### src/rtl/fx_bus_hub.sv
// rtl/fx_bus_hub.sv - fx bus hub: registered master requests, one-hot slave decode, muxed read return
// Optional error counter on err_cnt when FX_BUS_ERRCNT_EN is defined.
module fx_bus_hub #(
    parameter int NSLV    = 17,
    parameter int AW      = 22,
    parameter int DW      = 8,
    parameter int SEL_LSB = 17,
    parameter int SELW    = 5,
    parameter int RD_LAT  = 1,
    parameter logic [DW-1:0] DFLT_Q = 8'hEE
) (
    input  logic                 clk_sys,
    input  logic                 rst_n,
    input  logic                 ufx_wr,
    input  logic [AW-1:0]        ufx_waddr,
    input  logic [DW-1:0]        ufx_data,
    input  logic                 ufx_rd,
    input  logic [AW-1:0]        ufx_raddr,
    output logic [DW-1:0]        ufx_q,
    output logic                 ufx_qvld,
    output logic                 ufx_busy,
    output logic                 fx_wr,
    output logic [AW-1:0]        fx_waddr,
    output logic [DW-1:0]        fx_data,
    output logic                 fx_rd,
    output logic [AW-1:0]        fx_raddr,
    output logic [NSLV-1:0]      fx_sel,
    input  logic [NSLV*DW-1:0]   slv_q
`ifdef FX_BUS_ERRCNT_EN
    ,
    output logic [15:0]          err_cnt
`endif
);

    typedef enum logic [1:0] {
        S_IDLE,
        S_ISSUE,
        S_RWAIT,
        S_RDONE
    } state_t;

    state_t          state;
    state_t          state_nxt;

    logic            op_rd;
    logic            pend_rd;
    logic [AW-1:0]   pend_raddr;
    logic [2:0]      lat_cnt;
    logic [SELW-1:0] rd_idx;
    logic            rd_map;

    logic            go_wr;
    logic            go_rd;
    logic            rd_from_pend;
    logic            set_pend;
    logic            cnt_load;
    logic            cnt_dec;
    logic            cap_q;
    logic [AW-1:0]   rd_addr_sel;
    logic [DW-1:0]   lane_q;

    function automatic logic [SELW-1:0] idx_of(input logic [AW-1:0] a);
        return a[SEL_LSB +: SELW];
    endfunction

    function automatic logic is_mapped(input logic [AW-1:0] a);
        return int'(idx_of(a)) < NSLV;
    endfunction

    function automatic logic [NSLV-1:0] decode(input logic [AW-1:0] a);
        logic [NSLV-1:0] sel;
        sel = '0;
        for (int i = 0; i < NSLV; i++) begin
            if (int'(idx_of(a)) == i) sel[i] = 1'b1;
        end
        return sel;
    endfunction

    assign ufx_busy    = (state != S_IDLE);
    assign rd_addr_sel = rd_from_pend ? pend_raddr : ufx_raddr;

    always_ff @(posedge clk_sys or negedge rst_n) begin
        if (!rst_n) state <= S_IDLE;
        else        state <= state_nxt;
    end

    // A write wins a simultaneous request; the read then re-enters ISSUE from the pending slot.
    always_comb begin
        state_nxt    = state;
        go_wr        = 1'b0;
        go_rd        = 1'b0;
        rd_from_pend = 1'b0;
        set_pend     = 1'b0;
        cnt_load     = 1'b0;
        cnt_dec      = 1'b0;
        cap_q        = 1'b0;
        case (state)
            S_IDLE: begin
                if (ufx_wr) begin
                    go_wr     = 1'b1;
                    set_pend  = ufx_rd;
                    state_nxt = S_ISSUE;
                end else if (ufx_rd) begin
                    go_rd     = 1'b1;
                    state_nxt = S_ISSUE;
                end
            end
            S_ISSUE: begin
                if (!op_rd && pend_rd) begin
                    go_rd        = 1'b1;
                    rd_from_pend = 1'b1;
                end else if (op_rd) begin
                    cnt_load  = 1'b1;
                    state_nxt = S_RWAIT;
                end else begin
                    state_nxt = S_IDLE;
                end
            end
            S_RWAIT: begin
                if (lat_cnt == 3'd0) begin
                    cap_q     = 1'b1;
                    state_nxt = S_RDONE;
                end else begin
                    cnt_dec = 1'b1;
                end
            end
            S_RDONE: state_nxt = S_IDLE;
            default: state_nxt = S_IDLE;
        endcase
    end

    always_comb begin
        lane_q = '0;
        for (int i = 0; i < NSLV; i++) begin
            if (int'(rd_idx) == i) lane_q = slv_q[i*DW +: DW];
        end
    end

    always_ff @(posedge clk_sys or negedge rst_n) begin
        if (!rst_n) begin
            fx_wr      <= 1'b0;
            fx_rd      <= 1'b0;
            fx_sel     <= '0;
            fx_waddr   <= '0;
            fx_data    <= '0;
            fx_raddr   <= '0;
            op_rd      <= 1'b0;
            pend_rd    <= 1'b0;
            pend_raddr <= '0;
            lat_cnt    <= '0;
            rd_idx     <= '0;
            rd_map     <= 1'b0;
            ufx_q      <= '0;
            ufx_qvld   <= 1'b0;
        end else begin
            fx_wr    <= go_wr;
            fx_rd    <= go_rd;
            ufx_qvld <= cap_q;
            if (go_wr)      fx_sel <= decode(ufx_waddr);
            else if (go_rd) fx_sel <= decode(rd_addr_sel);
            else            fx_sel <= '0;
            if (go_wr) begin
                fx_waddr <= ufx_waddr;
                fx_data  <= ufx_data;
                op_rd    <= 1'b0;
            end
            if (go_rd) begin
                fx_raddr <= rd_addr_sel;
                rd_idx   <= idx_of(rd_addr_sel);
                rd_map   <= is_mapped(rd_addr_sel);
                op_rd    <= 1'b1;
            end
            if (set_pend) begin
                pend_rd    <= 1'b1;
                pend_raddr <= ufx_raddr;
            end else if (rd_from_pend) begin
                pend_rd <= 1'b0;
            end
            if (cnt_load)     lat_cnt <= 3'(RD_LAT - 1);
            else if (cnt_dec) lat_cnt <= lat_cnt - 3'd1;
            if (cap_q) ufx_q <= rd_map ? lane_q : DFLT_Q;
        end
    end

`ifdef FX_BUS_ERRCNT_EN
    // Dropped requests are counted without decoding, so a dropped unmapped request counts once.
    logic [2:0]  err_inc;
    logic [16:0] err_sum;

    always_comb begin
        err_inc = 3'd0;
        if (go_wr && !is_mapped(ufx_waddr))   err_inc = err_inc + 3'd1;
        if (go_rd && !is_mapped(rd_addr_sel)) err_inc = err_inc + 3'd1;
        if (ufx_busy && ufx_wr)               err_inc = err_inc + 3'd1;
        if (ufx_busy && ufx_rd)               err_inc = err_inc + 3'd1;
        err_sum = {1'b0, err_cnt} + {14'd0, err_inc};
    end

    always_ff @(posedge clk_sys or negedge rst_n) begin
        if (!rst_n)          err_cnt <= '0;
        else if (err_sum[16]) err_cnt <= 16'hFFFF;
        else                 err_cnt <= err_sum[15:0];
    end
`endif

endmodule

### config.mk
export PLATFORM = sky130hd
export DESIGN_NAME = fx_bus_hub
export DESIGN_NICKNAME = d
export VERILOG_FILES = /design/src/rtl/fx_bus_hub.sv
export SDC_FILE = /design/constraint.sdc
export NUM_CORES = 1
export LEC_CHECK = 0
export ABC_AREA = 1
export CAP_MARGIN = 0
export CORE_MARGIN = 10
export CORE_UTILIZATION = 42
export CTS_CLUSTER_SIZE = 10
export DETAILED_ROUTE_END_ITERATION = 10
export HOLD_SLACK_MARGIN = 0.08
export PLACE_DENSITY = 0.81
export REMOVE_ABC_BUFFERS = 1
export SLEW_MARGIN = 20
export SYNTH_ARGS = -nofsm -noshare
export SYNTH_HDL_FRONTEND = slang
export SYNTH_SLANG_ARGS = --single-unit
### constraint.sdc
create_clock -name clk_sys -period 2.25 [get_ports clk_sys]
set_input_delay 0.5625 -clock clk_sys [delete_from_list [all_inputs] [get_ports clk_sys]]
set_output_delay 0.5625 -clock clk_sys [all_outputs]
set_load 0.05 [all_outputs]
== Yosys cells after proc, flatten, opt, wreduce, memory -nomap -nowiden ==
Cells that the tools add are included.

* $add $sub $neg: 1
* Magnitude comparators: 1
* Equality and inequality tests: 54
* Multiplexer cells: 83
* Reduce and logical (&&, ||, !) cells: 12

{| class="wikitable"
|+ Operators by type and width
! cell !! count
|-
| $mux W8 || 18
|-
| $eq A5 B5 Y1 const B || 27
|-
| $eq A5 B4 Y1 const B || 12
|-
| $mux W1 || 53
|-
| $mux W17 || 2
|-
| $eq A5 B3 Y1 const B || 6
|-
| $mux W22 || 1
|-
| $eq A5 B2 Y1 const B || 3
|-
| $logic_not A5 Y1 || 3
|-
| $mux W2 || 5
|-
| $pmux W2 S4 || 1
|-
| $reduce_bool A2 Y1 || 4
|-
| $mux W3 || 2
|-
| $lt A5 B5 Y1 const B || 1
|-
| $eq A2 B2 Y1 const B || 2
|-
| $ne A2 B2 Y1 const B || 2
|-
| $logic_not A3 Y1 || 1
|-
| $ne A3 B3 Y1 const B || 1
|-
| $reduce_and A3 Y1 || 1
|-
| $sub A3 B1 Y3 const B || 1
|-
| $eq A2 B1 Y1 const B || 1
|-
| $logic_not A2 Y1 || 1
|-
| $pmux W1 S2 || 1
|-
| $logic_and A1 B1 Y1 || 1
|-
| $logic_not A1 Y1 || 1
|}

* Register bits after elaboration: 115
* Output and inout port bits: 81

== Longest topological paths before layout ==
* Depth after elaboration: 19
* Depth in mapped cells: 16

== Worst setup path after synthesis ==
Ideal clock, no wire load.

* Kind: register -> register
* Start: reg fx_raddr[19] (netlist name)
* End: reg ufx_q[4]
* Library setup time: 0.118 ns
* Arrival: 1.905 ns
* Data required time: 2.132 ns
* Path slack: 0.227 ns
* Cell stages (with the launch flop): 13
* Clock period less this slack: 2.023 ns
* Cells stage by stage: dfrtp_1 -> nand2_1 -> inv_1 -> nand2_2 -> or2_2 -> nand2_1 -> nand3_1 -> nand2_1 -> nand4_1 -> nor2_1 -> nand3_1 -> nand2_1 -> nand2_1

{| class="wikitable"
|+ RTL lines
! element !! line !! RTL
|-
| end signal, assigned || 181 || <nowiki>if (cap_q) ufx_q <= rd_map ? lane_q : DFLT_Q;</nowiki>
|-
| end, declared || 19 || <nowiki>output logic [DW-1:0] ufx_q,</nowiki>
|}

== Worst setup path in the final report ==
* Start: reg fx_raddr[20]
* End: out fx_raddr[20]

{| class="wikitable"
|+ RTL lines
! element !! line !! RTL
|-
| start, declared || 26 || <nowiki>output logic [AW-1:0] fx_raddr,</nowiki>
|-
| start signal, assigned || 168 || <nowiki>fx_raddr <= rd_addr_sel;</nowiki>
|}

No word-level cell between the ends.

==> results.yml <==
setup_path:
  cp_slowest_cell: "clkdlybuf4s50_1"
  critical_path_required_ns: 1.69
  start_kind: "flop"
  crit_family: "buffers and inverters"
  critPathMaxFanout: 4
  worst-path-buf-inv: 1
  slowest_delay_ns: 0.86
  crit_type: "reg -> out"
  cp-end-kind: "output port"
  worstPathArrival_ns: 1.59
  path_cells: "clkdlybuf4s50_1"
cts:
  cts_root_buffer: "clkbuf_16"
  clock_sink_count: 110
  holdBufCountCts: 0
  tritoncts: "yes"
  clkSlewWorstSetupHoldPaths_ns: 0.07
  cts_buffer_depth: 2
  clk_latency_ns: 0.34
  htreeDepth: 3
  cts_buffers: 9
synthesis:
  ys_seq_area_share_pct: 47.8
  synth-edff-count: 0
  avgSynthCellArea_um2: 7.55
  netlist_top_cells_area: "dfrtp_1 (48%), nand2_1 (17%), inv_1 (5.5%), nor2_1 (5.1%), o21ai_0 (4.8%)"
  synthArstFlopShare_pct: 100
  ys_seq_elements: 110
  synth_top_area_cell: "dfrtp_1"
  syn_area_mm2: 0.00575
  syn_inst: 762
  ys_warn_count: 0
  synth_top_area_share_pct: 47.8
  ys_types: 33
  synthFlopType: "dfrtp_1"
timing:
  finalCriticalPeriod_ns: 2.16
  fin_setup_tns_ns: 0
  setup_ws_ns: 0.0938
  post-route-period-util_pct: 95.8
  timing.final.hold_violations: 0
  drv_slew: 0
  max_freq_ghz: 0.464
  fin_skew_ns: 0.00719
  setup_viol: 0
  worstMarginPinSlew_ns: 0.576
  slew-limit-headroom_pct: 61.5
pwr:
  p_leak_nw: 4.28
  powerDensity_mw_per_mm2: 1260
  power_w: 0.0117
  ir_drop_mv: 0.914
detailed_routing:
  wl_per_cell_um: 17.5
  firstDrtPassIters: 5
  wirelength_mm: 21.8
  drc_errors: 0
  drtIter0Drc: 368
  ant_nets: 0
  via_per_inst: 4.89
  vias: 6064
layout:
  stdcell_area_mm2: 0.00924
  multi_input_area_mm2: 0.00260
  num-nets-final: 1254
  drive_above_1_share_pct: 10.7
  syn_to_final_growth_pct: 60.6
  fillers: 1158
  finalNonFillerCells: 1241
  register_area_mm2: 0.00276
die:
  rows: 42
  die_h_um: 137
  die_area_mm2: 0.0188
  start_util_pct: 43.1
  io_pins: 273
  core_mm2: 0.0133
  die_w_um: 137
global_route:
  grt-ovfl-total: 0
  grt_antenna_before_repair: 0
  grt_pass1_wl_mm: 32.9
  grt_pass1_vias: 6098
  grtUsageTotal_pct: 22.2
  grt_max_degree: 36
placed_design:
  placed_cell_area_mm2: 0.00884
  place_congestion: 0.985
  io_buffers: 272
  place_inst: 1221
  place_hpwl_mm: 17.8
  pre_cts_ws_ns: 0.0110
outcome:
  status: "complete, no violations"
worst_hold_path:
  holdCritPathClass: "in -> async"
job:
  drv_cap: 0
[layout make-up]
class | count | area share, %
multi-input combinational | 545 | 28.1
inverter | 89 | 3.62
tap | 176 | 2.38
clock inverter | 3 | 0.975
clock buffer | 12 | 2.88
sequential | 110 | 29.8
antenna | 1 | 0.0271
timing repair buffer | 305 | 32.2
[worst reg2reg max path, stage by stage, from the launching register on]
cell	delay, ns
dfrtp_1	0.39
inv_1	0.12
nor2_2	0.07
nand3_4	0.16
buf_4	0.20
nand2_1	0.06
o21ai_1	0.26
inv_1	0.17
nor2_1	0.18
nand3_1	0.16
o32ai_1	0.21
[path summary, 6_finish.rpt]
kind / slack [ns] / cells after the start / start / end
worst max register to register: 0.15 / 10 / state[0] / fx_sel[16]
max in group asynchronous: 1.56 / 2 / rst_n / fx_raddr[17]
worst min-delay path: 0.16 / 1 / rst_n / fx_raddr[12]
min in group clk_sys: 0.47 / 2 / fx_waddr[8] / fx_waddr[8]
worst min register to register: 0.47 / 2 / fx_waddr[8] / fx_waddr[8]
worst max-delay path: 0.09 / 1 / fx_raddr[20] / fx_raddr[20]
[power by group]
group | switching [W] | total, W | internal, W
registers | 0.000462 | 0.00324 | 0.00278
logic | 0.00428 | 0.00661 | 0.00233
clock network | 0.000658 | 0.00183 | 0.00117
total | 0.00540 | 0.0117 | 0.00628
[per-stage QoR]
step / hold WS (ns) / util (%)
2_1_floorplan: 0.267 / -
3_3_place_gp: 0.454 / 66.2
3_5_place_dp: 0.458 / 66.2
4_1_cts: 0.168 / 68.9
5_1_grt: 0.181 / 69.2
6_report: 0.164 / 69.2
[logic make-up (layout without fill, tap and decap cells)]
kind of cell / Yosys count / count (layout) / synth area share [%]
mux: 17 / 17 / 3.33
buf+inv: 107 / 409 / 7.20
other cells: 0 / 1 / 0
compound gates: 95 / 95 / 9.20
flops: 110 / 110 / 47.8
simple gates: 431 / 431 / 32.0
fa+ha+maj: 2 / 2 / 0.435
[repair_timing]
item / 4_1_cts / 5_1_grt
buffers inserted: 0 / 4
endpoints found under the setup margin: 1 / 17
gates resized for setup: 1 / 6
pin swaps: 0 / 1
gates cloned: 0 / 0
[metal layers]
metal | track usage, % | up-vias | wire (µm)
li1 | - | 3024 | -
met1 | 25.9 | 2768 | 8520
met2 | 38.9 | 247 | 10900
met3 | 6.74 | 25 | 2000
met4 | 5.39 | 0 | 363
met5 | 0 | - | 0
[flip-flops by register name, indices dropped and copies added, names as in the netlist, named ones only]
name	flops
fx_data	8
fx_waddr	22
fx_raddr	22
rd_map	1
fx_rd	1
ufx_qvld	1
lat_cnt	3
op_rd	1
state	1
fx_wr	1
ufx_q	8
fx_sel	17
pend_raddr	22
pend_rd	1
[placed cells by master (no fill, tap or decap), types with 5 or more instances in the layout]
cell,count
nand2_1,265
clkdlybuf4s50_1,263
dfrtp_1,107
inv_1,85
nor2_1,77
o21ai_0,54
buf_4,39
nand4_1,27
nand3_1,23
a21oi_1,15
mux2_2,15
or2_2,14
o22ai_1,12
nor2_2,9
clkbuf_16,9
nand2_2,5
[cells in the mapped netlist (all sizes together) (4+ instances only)]
cell and n:
nand2 270, dfrtp 110, nor2 90, inv 89, o21ai 58, nand4 27, nand3 25, mux2 17
or2 16, a21oi 15, clkbuf 12, o22ai 12, buf 6, o32ai 4
Note: power is estimated with default switching activity, not from simulation.
